### config.mk
export PLATFORM = sky130hd
export DESIGN_NAME = mesh_result_drain
export DESIGN_NICKNAME = d
export VERILOG_FILES = /design/src/rtl/mesh_result_drain.sv
export SDC_FILE = /design/constraint.sdc
export NUM_CORES = 1
export LEC_CHECK = 0
export BUFFER_PORTS_ARGS = -buffer_cell sky130_fd_sc_hd__buf_2
export CAP_MARGIN = 5
export CORE_MARGIN = 5
export CORE_UTILIZATION = 40
export CTS_CLUSTER_DIAMETER = 200
export DETAILED_ROUTE_END_ITERATION = 8
export GPL_TIMING_DRIVEN = 0
export PLACE_DENSITY = 0.81
export SYNTH_ARGS = -nofsm -noshare
export SYNTH_HDL_FRONTEND = slang
export SYNTH_SLANG_ARGS = --single-unit
### constraint.sdc
create_clock -name clk_i -period 2.71 [get_ports clk_i]
set_input_delay 0.271 -clock clk_i [delete_from_list [all_inputs] [get_ports clk_i]]
set_output_delay 0.271 -clock clk_i [all_outputs]
set_load 0.02 [all_outputs]
### src/rtl/mesh_result_drain.sv
// mesh_result_drain: drains one accumulator result per PE from an NxN mesh,
// visiting PEs in row-major order and presenting each result on a
// valid/ready stream.
// Optional feature macro: DRAIN_TIMEOUT_EN. When it is defined, a PE that
// stays non-idle or never pulses accumulator_valid_i for TIMEOUT_CYCLES
// cycles yields a quiet-NaN result flagged with result_err_o.
module mesh_result_drain #(
    parameter int N              = 2,
    parameter int DATA_WIDTH     = 32,
    parameter int TIMEOUT_CYCLES = 64
) (
    input  logic                                 clk_i,
    input  logic                                 rst_i,
    input  logic                                 start_i,
    input  logic [N*N-1:0]                       pe_idle_i,
    input  logic [N*N-1:0]                       accumulator_valid_i,
    input  logic [N*N*DATA_WIDTH-1:0]            acc_data_i,
    output logic [N*N-1:0]                       select_accumulator_o,
    output logic [DATA_WIDTH-1:0]                result_data_o,
    output logic [((N > 1) ? $clog2(N) : 1)-1:0] result_row_o,
    output logic [((N > 1) ? $clog2(N) : 1)-1:0] result_col_o,
    output logic                                 result_err_o,
    output logic                                 result_valid_o,
    input  logic                                 result_ready_i,
    output logic                                 busy_o,
    output logic                                 done_o
);

    localparam int NN    = N * N;
    localparam int IDX_W = (NN > 1) ? $clog2(NN) : 1;
    localparam int RC_W  = (N > 1) ? $clog2(N) : 1;

    localparam logic [IDX_W-1:0]      LAST_IDX = IDX_W'(NN - 1);
    localparam logic [RC_W-1:0]       LAST_COL = RC_W'(N - 1);
    localparam logic [DATA_WIDTH-1:0] QNAN     = DATA_WIDTH'(32'h7FC0_0000);

    typedef enum logic [2:0] {
        ST_IDLE,
        ST_WAIT_IDLE,
        ST_SELECT,
        ST_WAIT_VALID,
        ST_OUTPUT,
        ST_DONE
    } state_t;

    state_t                r_state;
    state_t                w_state_next;
    logic [IDX_W-1:0]      r_idx;
    logic [RC_W-1:0]       r_cur_row;
    logic [RC_W-1:0]       r_cur_col;
    logic [DATA_WIDTH-1:0] r_data;
    logic [RC_W-1:0]       r_row;
    logic [RC_W-1:0]       r_col;

    logic [NN-1:0]         w_onehot;
    logic [DATA_WIDTH-1:0] w_acc_cur;
    logic                  w_idle_cur;
    logic                  w_valid_cur;
    logic                  w_tmo_hit;
    logic                  w_start;
    logic                  w_capture;
    logic                  w_timeout;
    logic                  w_advance;

    // Decode the current PE index into a one-hot mask and pick its data slice
    always_comb begin
        w_onehot  = '0;
        w_acc_cur = '0;
        for (int i = 0; i < NN; i++) begin
            if (r_idx == IDX_W'(i)) begin
                w_onehot[i] = 1'b1;
                w_acc_cur   = acc_data_i[i*DATA_WIDTH +: DATA_WIDTH];
            end
        end
    end

    // Only the flags of the PE being drained matter; all other bits are masked
    assign w_idle_cur  = |(pe_idle_i & w_onehot);
    assign w_valid_cur = |(accumulator_valid_i & w_onehot);

    // State register
    always_ff @(posedge clk_i) begin
        if (rst_i) begin
            r_state <= ST_IDLE;
        end else begin
            r_state <= w_state_next;
        end
    end

    // Next-state decode and the one-cycle event strobes for the datapath
    always_comb begin
        w_state_next = r_state;
        w_start      = 1'b0;
        w_capture    = 1'b0;
        w_timeout    = 1'b0;
        w_advance    = 1'b0;
        case (r_state)
            ST_IDLE: begin
                if (start_i) begin
                    w_start      = 1'b1;
                    w_state_next = ST_WAIT_IDLE;
                end
            end
            ST_WAIT_IDLE: begin
                if (w_idle_cur) begin
                    w_state_next = ST_SELECT;
                end else if (w_tmo_hit) begin
                    w_timeout    = 1'b1;
                    w_state_next = ST_OUTPUT;
                end
            end
            ST_SELECT: begin
                w_state_next = ST_WAIT_VALID;
            end
            ST_WAIT_VALID: begin
                if (w_valid_cur) begin
                    w_capture    = 1'b1;
                    w_state_next = ST_OUTPUT;
                end else if (w_tmo_hit) begin
                    w_timeout    = 1'b1;
                    w_state_next = ST_OUTPUT;
                end
            end
            ST_OUTPUT: begin
                if (result_ready_i) begin
                    if (r_idx == LAST_IDX) begin
                        w_state_next = ST_DONE;
                    end else begin
                        w_advance    = 1'b1;
                        w_state_next = ST_WAIT_IDLE;
                    end
                end
            end
            ST_DONE: begin
                w_state_next = ST_IDLE;
            end
            default: begin
                w_state_next = ST_IDLE;
            end
        endcase
    end

    // PE walk counters plus the captured result, held until accepted
    always_ff @(posedge clk_i) begin
        if (rst_i) begin
            r_idx     <= '0;
            r_cur_row <= '0;
            r_cur_col <= '0;
            r_data    <= '0;
            r_row     <= '0;
            r_col     <= '0;
        end else begin
            if (w_start) begin
                r_idx     <= '0;
                r_cur_row <= '0;
                r_cur_col <= '0;
            end else if (w_advance) begin
                r_idx <= r_idx + IDX_W'(1);
                if (r_cur_col == LAST_COL) begin
                    r_cur_col <= '0;
                    r_cur_row <= r_cur_row + RC_W'(1);
                end else begin
                    r_cur_col <= r_cur_col + RC_W'(1);
                end
            end
            if (w_capture || w_timeout) begin
                r_row <= r_cur_row;
                r_col <= r_cur_col;
            end
            if (w_capture) begin
                r_data <= w_acc_cur;
            end else if (w_timeout) begin
                r_data <= QNAN;
            end
        end
    end

`ifdef DRAIN_TIMEOUT_EN
    localparam int TMO_W = (TIMEOUT_CYCLES > 1) ? $clog2(TIMEOUT_CYCLES) : 1;

    logic [TMO_W-1:0] r_tmo_cnt;
    logic             r_err;

    // Cycles spent in the current wait state; restarts on every state change
    always_ff @(posedge clk_i) begin
        if (rst_i) begin
            r_tmo_cnt <= '0;
        end else if (w_state_next != r_state) begin
            r_tmo_cnt <= '0;
        end else if (r_state == ST_WAIT_IDLE || r_state == ST_WAIT_VALID) begin
            r_tmo_cnt <= r_tmo_cnt + TMO_W'(1);
        end
    end

    assign w_tmo_hit = (r_tmo_cnt == TMO_W'(TIMEOUT_CYCLES - 1));

    // Error flag marks results substituted after a timeout
    always_ff @(posedge clk_i) begin
        if (rst_i) begin
            r_err <= 1'b0;
        end else if (w_capture) begin
            r_err <= 1'b0;
        end else if (w_timeout) begin
            r_err <= 1'b1;
        end
    end

    assign result_err_o = r_err;
`else
    // Without the timeout feature the drain waits forever on each PE
    logic w_unused_tmo;
    assign w_unused_tmo = ^TIMEOUT_CYCLES;
    assign w_tmo_hit    = 1'b0;
    assign result_err_o = 1'b0;
`endif

    assign select_accumulator_o = (r_state == ST_SELECT || r_state == ST_WAIT_VALID) ? w_onehot : '0;
    assign result_data_o        = r_data;
    assign result_row_o         = r_row;
    assign result_col_o         = r_col;
    assign result_valid_o       = (r_state == ST_OUTPUT);
    assign busy_o               = (r_state != ST_IDLE) && (r_state != ST_DONE);
    assign done_o               = (r_state == ST_DONE);

endmodule
==> summary.txt <==
Status
  – Outcome: completed

CTS
  – Post-CTS Setup Bufs: 0
  – CTS resizes: 0
  – Clock latency on the worst-skew pair: 0.29 ns
  – H-Tree Depth: 2
  – Post-CTS Hold Buffers: 0
  – Inserted Clock Buffers: 5
  – CTS tree: yes
  – Clk sinks: 41
  – Clock slew at reported path FFs: 0.08 ns
  – Clock root buffer: clkbuf_8
  – Maximum root-to-sink buffer count: 2

Place
  – DP Wirelength: 7111 µm
  – Port Buf Inserts: 179
  – RD Place Congestion: 0.8251

Setup path
  – Critical path class: reg2reg
  – Slowest stage delay, CP: 0.43 ns
  – Critical path buffers and inverters: 4
  – Reg2reg end: result_data_o[7]
  – Critical path endpoint category: flip-flop
  – Cell family with most CP delay: buffers and inverters
  – Reg2Reg Setup Slack: 0.45 ns
  – Slowest-stage cell, CP: clkbuf_1
  – FF-to-FF path depth: 9
  – Critical path cell sequence: inv_1 > ha_1 > buf_2 > nor2b_1 > clkbuf_1 > clkbuf_1 > a221oi_1 > or3_1 > a21oi_1
  – Critical Path Source Type: flip-flop
  – Critical Path AT: 2.49 ns
  – Crit path depth: 9
  – CP dominant cell by count: clkbuf_1
  – R2r startpoint: r_idx[1]
  – Crit path max fanout: 10
  – Critical path data required time: 2.93 ns

Floorplanning
  – DIE AREA: 7581 µm²
  – Core area: 5851 µm²
  – Die Y: 87.07 µm
  – Num rows: 28
  – IO Pins: 182
  – Die Width: 87.07 µm
  – Initial core utilization: 0.4061

Pwr
  – Total chip power: 1.548 mW
  – P_leak: 1.609 nW
  – Maximum vdd drop: 0.2544 mV
  – Power density cells: 444.7 nW/µm²

Logic synthesis
  – Yosys warning total: 0
  – Yosys cell types: 39
  – Mean post-synth cell area: 7.947 µm²
  – Top_reg_cell synth: dfxtp_1
  – Cell taking the most area after synthesis: dfxtp_1
  – Syn Inst Count: 299
  – Post-synth ARST share: 0
  – Largest cells by area after synthesis: dfxtp_1 (35%), a221oi_1 (11%), o22ai_1 (8.2%)
  – Netlist Area Pre-Place: 2376 µm²
  – Most frequent cell after synthesis: dfxtp_1
  – FF+latch count, synth: 41
  – Sequential fraction of the synthesis area: 0.3454
  – Top cells by count, synth: dfxtp_1 (41), nand2_1 (39), a21oi_1 (36)
  – Post-synth EDFFs: 0
  – Share of the synthesized area in the top cell type: 0.3454
  – Syn Nets: 443

Layout
  – Seq. cell area: 820.8 µm²
  – Area added between synthesis and finish: 46.55%
  – Layout Nets: 629
  – Diodes inserted: 0
  – Share of cells above drive strength 1: 0.4198
  – Fin util: 0.5952
  – Multi-input gate area: 1366 µm²
  – Fillcell total: 565

Drt
  – WL/cell: 16.09 µm
  – Detail Route Antenna Nets: 0
  – DR vias/cell: 5.430
  – Starting DRT DRC Count: 94
  – # DRC: 0
  – WL final: 9028 µm
  – First-pass detailed-route iteration total: 4
  – Vias post-DR: 3,046

Global routing
  – Grt ovf: 0
  – Global-route wire length before repair: 13,650 µm
  – Vias in the first global route: 3,011
  – Largest net degree at the start of global routing: 13
  – Gr usage total: 0.2270
  – Antenna violations before repair: 0

STA
  – Crit share post-route: 0.8351
  – Setup_tns: 0 ns
  – Final Hold Viols: 0
  – Final setup violation count: 0
  – Slew headroom: 0.6467
  – Slew @ Worst Pin: 0.5287 ns
  – RSZ-0062 raised after global routing: false
  – Slew Limit Fails: 0
  – Maximum clock rate: 441.8 MHz
  – Final min period: 2.263 ns
  – Setup skew after layout: 0.004046 ns

Min path
  – Hold path depth: 5
  – Worst Hold End: result_data_o[10]
  – Hold path startpoint: acc_data_i[106]
  – Worst Hold Class: in2reg

Run
  – Max Cap Violations: 0
==> through the flow <==
step	worst slack [ns]	area [µm²]	instances	hold WS (ns)
after global routing	0.2239	3482	561	0.3776
after global placement	0.5261	3366	553	0.4397
final	0.4468	3482	561	0.3588
after CTS	0.4377	3482	561	0.3529
after detailed placement	0.4583	3366	553	0.4430
after floorplan	0.8298	2376	299	0.4436
==> worst min-delay path: cells and delay by family <==
family	cells	cell delay (ns)
AND/OR/NAND/NOR	2	0.11
buffers and inverters	1	0.10
AO/OA/AOI/OAI	2	0.11
==> per-layer routing <==
layer,routed length [µm],global-route usage
met5,0,0
met4,114,0.06232
met3,831,0.05109
met2,4454,0.4086
met1,3627,0.2682
==> where the power goes <==
part / total (mW) / leakage (nW) / internal [mW] / switching, mW
registers: 0.631 / 0.331 / 0.622 / 0.00924
logic: 0.414 / 1.22 / 0.199 / 0.215
clock network: 0.503 / 0.0585 / 0.300 / 0.202
==> state kept, by name, summed over array words and instances (netlist names) <==
register,flops
r_state,3
result_data_o,32
result_row_o,1
r_cur_row,1
r_cur_col,1
result_col_o,1
r_idx,2
==> layout by cell type (no fill, tap or decap), types with 2 or more instances in the layout <==
master,netlist,final
a221oi_1,31,31
dfxtp_1,41,41
buf_2,9,188
or3_1,31,31
nor2_1,6,6
and3b_1,3,3
nand3_1,3,3
o22ai_1,31,31
a22oi_1,4,4
nand2_1,39,39
xnor2_1,3,3
ha_1,4,4
clkbuf_8,0,6
nand2b_1,2,2
a21oi_1,36,36
clkbuf_1,17,18
buf_4,3,3
buf_6,3,3
nor2b_1,4,4
inv_1,4,4
and2_1,4,4
xor2_1,2,2
o21ai_0,2,2
==> cells by family (layout without fill, tap and decap cells) <==
family | count (synthesis) | in the layout | share of synthesized area
fa+ha+maj | 4 | 4 | 0.02106
flops | 41 | 41 | 0.3454
compound gates | 110 | 110 | 0.3102
other cells | 1 | 1 | 0.001578
buf+inv | 38 | 225 | 0.07951
xor+xnor | 5 | 5 | 0.01843
mux | 1 | 1 | 0.004213
simple gates | 99 | 99 | 0.2196
==> cell type report <==
cell class	instances	share of cell area
Multi-Input combinational cell	220	0.3924
Timing Repair Buffer	179	0.2573
Sequential cell	41	0.2357
Buffer	34	0.04995
Tap cell	75	0.02695
Clock buffer	7	0.02479
Clock inverter	1	0.008624
Inverter	4	0.004312
==> worst max-delay path by stage <==
| stage | startpoint | endpoint | slack, ns |
|---|---|---|---|
| after floorplan | r_idx[1] | result_data_o[1] | 0.83 |
| after global placement | r_idx[1] | result_data_o[4] | 0.53 |
| after detailed placement | r_idx[1] | result_data_o[7] | 0.46 |
| after CTS | r_idx[1] | result_data_o[1] | 0.44 |
| after global routing | r_idx[1] | result_data_o[3] | 0.22 |
| final | r_idx[1] | result_data_o[7] | 0.45 |
Note: power is estimated with default switching activity, not from simulation.
